`config.mk`:
```
export PLATFORM = sky130hd
export DESIGN_NAME = move_input_conditioner
export DESIGN_NICKNAME = d
export VERILOG_FILES = /design/src/rtl/game_2048_pkg.sv /design/src/rtl/debounce_bit.sv /design/src/rtl/move_input_conditioner.sv
export SDC_FILE = /design/constraint.sdc
export NUM_CORES = 1
export LEC_CHECK = 0
export ABC_AREA = 1
export CAP_MARGIN = 20
export CORE_UTILIZATION = 30
export CTS_CLUSTER_DIAMETER = 30
export CTS_CLUSTER_SIZE = 16
export DETAILED_ROUTE_END_ITERATION = 10
export SLEW_MARGIN = 25
export SYNTH_ARGS = -nofsm -noshare
export SYNTH_HDL_FRONTEND = slang
export SYNTH_SLANG_ARGS = --single-unit
```
`constraint.sdc`:
```
create_clock -name clk -period 2 [get_ports clk]
set_input_delay 0.2 -clock clk [delete_from_list [all_inputs] [get_ports clk]]
set_output_delay 0.2 -clock clk [all_outputs]
set_load 0.02 [all_outputs]
```
`src/rtl/game_2048_pkg.sv`:
```
// Shared definitions for the 2048 front end: direction codes, conditioner
// FSM states, default debounce timing and the move priority pick.
package game_2048_pkg;

  typedef enum logic [1:0] {
    DIR_R = 2'd0,
    DIR_L = 2'd1,
    DIR_U = 2'd2,
    DIR_D = 2'd3
  } dir_e;

  typedef enum logic {
    ST_IDLE = 1'b0,
    ST_LOCK = 1'b1
  } state_e;

  localparam int DEBOUNCE_CYCLES_DEF = 500000;
  localparam int CNT_WIDTH_DEF       = 19;
  localparam int SYNC_STAGES_DEF     = 2;

  // Request vector bit order matches the direction code: [0]=R [1]=L [2]=U [3]=D.
  function automatic dir_e pick_dir(input logic [3:0] req);
    if (req[0])      return DIR_R;
    else if (req[1]) return DIR_L;
    else if (req[2]) return DIR_U;
    else if (req[3]) return DIR_D;
    else             return DIR_R;
  endfunction

  function automatic logic [3:0] dir_onehot(input dir_e dir);
    return 4'b0001 << dir;
  endfunction

endpackage

```
`src/rtl/debounce_bit.sv`:
```
// One push-button: metastability synchronizer followed by a stable-level
// debouncer; reports the accepted level and a one-cycle rise strobe.
module debounce_bit
  import game_2048_pkg::*;
#(
  parameter int DEBOUNCE_CYCLES = DEBOUNCE_CYCLES_DEF,
  parameter int CNT_WIDTH       = CNT_WIDTH_DEF,
  parameter int SYNC_STAGES     = SYNC_STAGES_DEF
) (
  input  logic clk,
  input  logic rst_n,
  input  logic raw_i,
  output logic stable_o,
  output logic rise_o
);

  localparam logic [CNT_WIDTH-1:0] CNT_LAST = CNT_WIDTH'(DEBOUNCE_CYCLES - 1);

  logic [SYNC_STAGES-1:0] sync_q;
  logic [CNT_WIDTH-1:0]   cnt_q, cnt_d;
  logic                   stable_q, stable_d;
  logic                   stable_prev_q;
  logic                   sync_bit;

  assign sync_bit = sync_q[SYNC_STAGES-1];

  // Counter only runs while the synchronized level disagrees with the accepted one.
  always_comb begin
    cnt_d    = '0;
    stable_d = stable_q;
    if (sync_bit != stable_q) begin
      if (cnt_q == CNT_LAST) begin
        stable_d = sync_bit;
      end else begin
        cnt_d = cnt_q + CNT_WIDTH'(1);
      end
    end
  end

  always_ff @(posedge clk) begin
    if (!rst_n) begin
      sync_q        <= '0;
      cnt_q         <= '0;
      stable_q      <= 1'b0;
      stable_prev_q <= 1'b0;
    end else begin
      sync_q        <= {sync_q[SYNC_STAGES-2:0], raw_i};
      cnt_q         <= cnt_d;
      stable_q      <= stable_d;
      stable_prev_q <= stable_q;
    end
  end

  assign stable_o = stable_q;
  assign rise_o   = stable_q & ~stable_prev_q;

endmodule

```
`src/rtl/move_input_conditioner.sv`:
```
// Turns four bouncy push-buttons into single-cycle move pulses for logic_2048:
// one move per press, one direction at a time, nothing while inhibited.
//   state   | meaning
//   ST_IDLE | all buttons released, next accepted press may emit a move
//   ST_LOCK | a press was taken (or dropped); wait for every button to release
module move_input_conditioner
  import game_2048_pkg::*;
#(
  parameter int DEBOUNCE_CYCLES = DEBOUNCE_CYCLES_DEF,
  parameter int CNT_WIDTH       = CNT_WIDTH_DEF,
  parameter int SYNC_STAGES     = SYNC_STAGES_DEF
) (
  input  logic       clk,
  input  logic       rst_n,
  input  logic       raw_l,
  input  logic       raw_r,
  input  logic       raw_u,
  input  logic       raw_d,
  input  logic       inhibit,
  output logic       btnL,
  output logic       btnR,
  output logic       btnU,
  output logic       btnD,
  output logic       locked,
  output logic [1:0] dir_last
);

  logic [3:0] raw_w;
  logic [3:0] stable_w;
  logic [3:0] press_w;

  state_e     state_q;
  logic [3:0] btn_q;
  logic       locked_q;
  dir_e       dir_q;

  assign raw_w = {raw_d, raw_u, raw_l, raw_r};

  for (genvar i = 0; i < 4; i++) begin : g_btn
    debounce_bit #(
      .DEBOUNCE_CYCLES(DEBOUNCE_CYCLES),
      .CNT_WIDTH      (CNT_WIDTH),
      .SYNC_STAGES    (SYNC_STAGES)
    ) u_debounce (
      .clk     (clk),
      .rst_n   (rst_n),
      .raw_i   (raw_w[i]),
      .stable_o(stable_w[i]),
      .rise_o  (press_w[i])
    );
  end

  // IDLE is only ever left on the cycle the first level goes high, so the
  // rise strobes there carry exactly the buttons that are down.
  always_ff @(posedge clk) begin
    if (!rst_n) begin
      state_q  <= ST_IDLE;
      btn_q    <= '0;
      locked_q <= 1'b0;
      dir_q    <= DIR_R;
    end else begin
      btn_q <= '0;
      case (state_q)
        ST_IDLE: begin
          if (|stable_w) begin
            state_q  <= ST_LOCK;
            locked_q <= 1'b1;
            if (!inhibit) begin
              btn_q <= dir_onehot(pick_dir(press_w));
              dir_q <= pick_dir(press_w);
            end
          end
        end
        ST_LOCK: begin
          if (~|stable_w) begin
            state_q  <= ST_IDLE;
            locked_q <= 1'b0;
          end
        end
      endcase
    end
  end

  assign btnR     = btn_q[0];
  assign btnL     = btn_q[1];
  assign btnU     = btn_q[2];
  assign btnD     = btn_q[3];
  assign locked   = locked_q;
  assign dir_last = dir_q;

endmodule

```
==> results.md <==
- Worst slew pin tran: 0.431 ns
- GP Congestion: 0.784
- Mean Syn Cell Area: 6.78 µm²
- Die Outline Area: 17000 µm²
- Delay of the slowest critical-path stage: 0.43 ns
- Initial core utilization: 30.9%
- List of cells traversed by the critical path: ha_1 -> nand3_4 -> nor2_2 -> nand3_1 -> nand2_2 -> nor2_1
- Grt ovf: 0
- RR Startpoint: g_btn[1].u_debounce.cnt_q[0]$_SDFF_PP0_
- Initial antenna violation count: 0
- Number of global-route vias before repair: 3804
- Cell depth of the worst hold path: 3
- Residual DRC: 0
- Worst Reg-to-Reg Cells: 6
- WHS Endpoint: g_btn[1].u_debounce.sync_q[0]$_SDFF_PN0_
- Type of the setup path with the least slack: reg2reg
- Most used flip-flop cell after synthesis: sky130_fd_sc_hd__dfxtp_1
- Reg-to-reg endpoint: g_btn[1].u_debounce.cnt_q[4]$_SDFF_PP0_
- Max-Slew Margin vs Limit: 71.0%
- Fraction of layout instances using a drive strength above 1: 7.02%
- Reg2reg setup slack: 0.34 ns
- I/O pins: 14
- Async set-reset flop share out of synthesis: 0%
- Required time at the worst-slack endpoint: 2.22 ns
- Number of buffers created by CTS: 9
- Clock H-tree levels: 3
- Period utilization: 82.8%
- Insertion delay of the later-clocked pin in the worst-skew pair: 0.35 ns
- Clock Skews: 0.00715 ns
- CP arrival: 1.88 ns
- Total wire length: 9360 µm
- Final Max Slew Viols: 0
- Root buffer selected by CTS: sky130_fd_sc_hd__clkbuf_16
- CP bufs+invs: 0
- Chip Height: 130 µm
- Pre-antenna DRT Iters: 5
- Status: finished, final reports clean
- Post-route setup TNS: 0 ns
- Wire length of the first global-routing pass: 17100 µm
- Largest net degree at the start of global routing: 19
- Syn Inst Count: 730
- Maximum count of clock buffers along a single path: 2
- Area of the mapped netlist: 4950 µm²
- Final hold violation count: 0
- Cell class contributing the biggest share of worst-path delay: simple AND/OR/NAND/NOR gates
- Ratio of total power to cell area: 656 nW/µm²
- Yosys Warn Count: 0
- Routed wire length per instance: 9.64 µm
- Cell with the largest stage delay on the worst path: sky130_fd_sc_hd__dfxtp_1
- Routed vias/inst: 4.23
- Unrepaired setup endpoints after global routing: no
- Total inserted antenna cells: 0
- Flip-flop and latch count after synthesis: 100
- Syn-to-layout area delta: 12.8%
- Fin crit period: 1.66 ns
- Number of distinct library cell variants in the gate-level netlist after synthesis: 32
- Drt first-iter violations: 311
- Crit-path max FO: 17
- Input/output buffers: 13
- HP Start: raw_l
- CORE AREA: 16000 µm²
- Static power due to leakage: 1.92 nW
- Most frequent standard cell in the layout excluding fill and tap cells: sky130_fd_sc_hd__nand2_1
- Nature of the critical path endpoint: register
- Total of max-cap violations: 0
- Rows: 46
- Overall via count from detail_route: 4104
- ANT nets after route: 0
- DIE WIDTH: 130 µm
- Gates resized, CTS repair: 0
- Setup Viol. Count Final: 0
- Fraction of the yosys area taken by sequential cells: 40.5%
- Fill cell instance count of the final layout: 1751
- Maximum ir drop on the vdd rail: 0.380 mV
- TritonCTS clock tree: yes
- Smallest hold slack: 0.381 ns
- Highest achievable clock rate: 604 MHz
- Number of nets in the synthesized netlist: 741
- Post-synth EDFFs: 0
- Number of buffers inserted by hold repair at cts: 0
- Final net count: 762
- Hold WC Path Type: in2reg
- Clk sinks: 100
- Number of post-CTS setup repair buffers: 0
- Detailed placement HPWL: 6960 µm
- Startpoint types: register
- Clock-pin slew on the worst setup and hold paths: 0.07 ns
- Final setup margin: 0.344 ns
- Worst slack at placement: 0.280 ns
- Leading cell types in the layout, fill and taps excluded: sky130_fd_sc_hd__nand2_1 (186), sky130_fd_sc_hd__nor2_1 (151), sky130_fd_sc_hd__dfxtp_1 (100)
- GRT Overall Usage: 12.5%
==> where the power goes <==
part,internal (mW),total (mW),leakage (nW),switching [mW]
registers,2.00,2.01,0.807,0.00587
logic,0.0240,0.0573,0.983,0.0333
clock network,0.869,1.60,0.131,0.731
total,2.89,3.66,1.92,0.770
==> final cells by class <==
cell class	instances	area (µm²)	share of cell area, %
flip-flops and latches	100	2000	35.9
clock inverters	4	26.3	0.471
well taps	216	270	4.84
repair buffers	16	153	2.74
inverters	95	357	6.39
clock buffers	11	243	4.35
multi-input cells	529	2530	45.3
==> worst reg2reg max path: stages (launching register included) <==
cell	delay (ns)
sky130_fd_sc_hd__dfxtp_1	0.43
sky130_fd_sc_hd__ha_1	0.32
sky130_fd_sc_hd__nand3_4	0.15
sky130_fd_sc_hd__nor2_2	0.17
sky130_fd_sc_hd__nand3_1	0.10
sky130_fd_sc_hd__nand2_2	0.28
sky130_fd_sc_hd__nor2_1	0.09
==> sequential cells by signal, summed over array words and instances (netlist names) <==
name and count:
btn_q 4, dir_last 2, g_btn.u_debounce.cnt_q 76, g_btn.u_debounce.stable_o 4, g_btn.u_debounce.stable_prev_q 4, g_btn.u_debounce.sync_q 8, locked 1, state_q 1
==> per-layer routing <==
layer | share of wire (%) | global-route usage [%] | wire length [µm] | vias up
li1 | - | - | - | 2299
met1 | 54 | 17.5 | 5030 | 1756
met2 | 42 | 18.6 | 3890 | 37
met3 | 2.8 | 2.32 | 258 | 12
met4 | 1.9 | 5.75 | 179 | 0
met5 | 0 | 0 | 0 | -
==> kinds of logic after synthesis <==
| kind of cell | share of synthesized area [%] |
|---|---|
| buffers and inverters | 8.40 |
| XOR/XNOR | 5.49 |
| AND/OR/NAND/NOR | 39.9 |
| adder cells (fa/ha/maj) | 1.01 |
| flip-flops | 40.5 |
| AO/OA/AOI/OAI | 4.70 |
==> Yosys cell counts, types with 8 or more instances <==
cell type                    n  area share [%]
sky130_fd_sc_hd__a21oi_1    30             3.0
sky130_fd_sc_hd__dfxtp_1   100              40
sky130_fd_sc_hd__inv_1      94             7.1
sky130_fd_sc_hd__nand2_1   186              14
sky130_fd_sc_hd__nand3_1    43             4.4
sky130_fd_sc_hd__nand3b_1    8             1.2
sky130_fd_sc_hd__nand4_1    17             2.1
sky130_fd_sc_hd__nor2_1    151              11
sky130_fd_sc_hd__nor2_2     14             1.8
sky130_fd_sc_hd__o21ai_0    10             1.0
sky130_fd_sc_hd__xnor2_1    10             1.8
sky130_fd_sc_hd__xor2_1     21             3.7
==> worst max path at each step <==
stage / from / end / slack [ns] / cells after the start
floorplan: g_btn[0].u_debounce.cnt_q[0]$_SDFF_PP0_ / g_btn[0].u_debounce.cnt_q[14]$_SDFF_PP0_ / 0.54 / 9
global placement: rst_n / g_btn[3].u_debounce.cnt_q[18]$_SDFF_PP0_ / 0.31 / 6
detailed placement: rst_n / g_btn[0].u_debounce.cnt_q[18]$_SDFF_PP0_ / 0.28 / 5
CTS: g_btn[0].u_debounce.cnt_q[0]$_SDFF_PP0_ / g_btn[0].u_debounce.cnt_q[9]$_SDFF_PP0_ / 0.32 / 8
global route: g_btn[1].u_debounce.cnt_q[0]$_SDFF_PP0_ / g_btn[1].u_debounce.cnt_q[4]$_SDFF_PP0_ / 0.17 / 6
finish: g_btn[1].u_debounce.cnt_q[0]$_SDFF_PP0_ / g_btn[1].u_debounce.cnt_q[4]$_SDFF_PP0_ / 0.34 / 6
==> per-stage QoR <==
step           instance area (µm²)  util [%]  power (mW)  std cells
3_3_place_gp                  5310      33.2        2.11        956
3_5_place_dp                  5310      33.2        2.11        956
5_1_grt                       5580      34.9        3.81        971
2_1_floorplan                 4950         -        2.09        730
6_report                      5580      34.9        3.66        971
4_1_cts                       5580      34.9        3.73        971
Note: power is estimated with default switching activity, not from simulation.
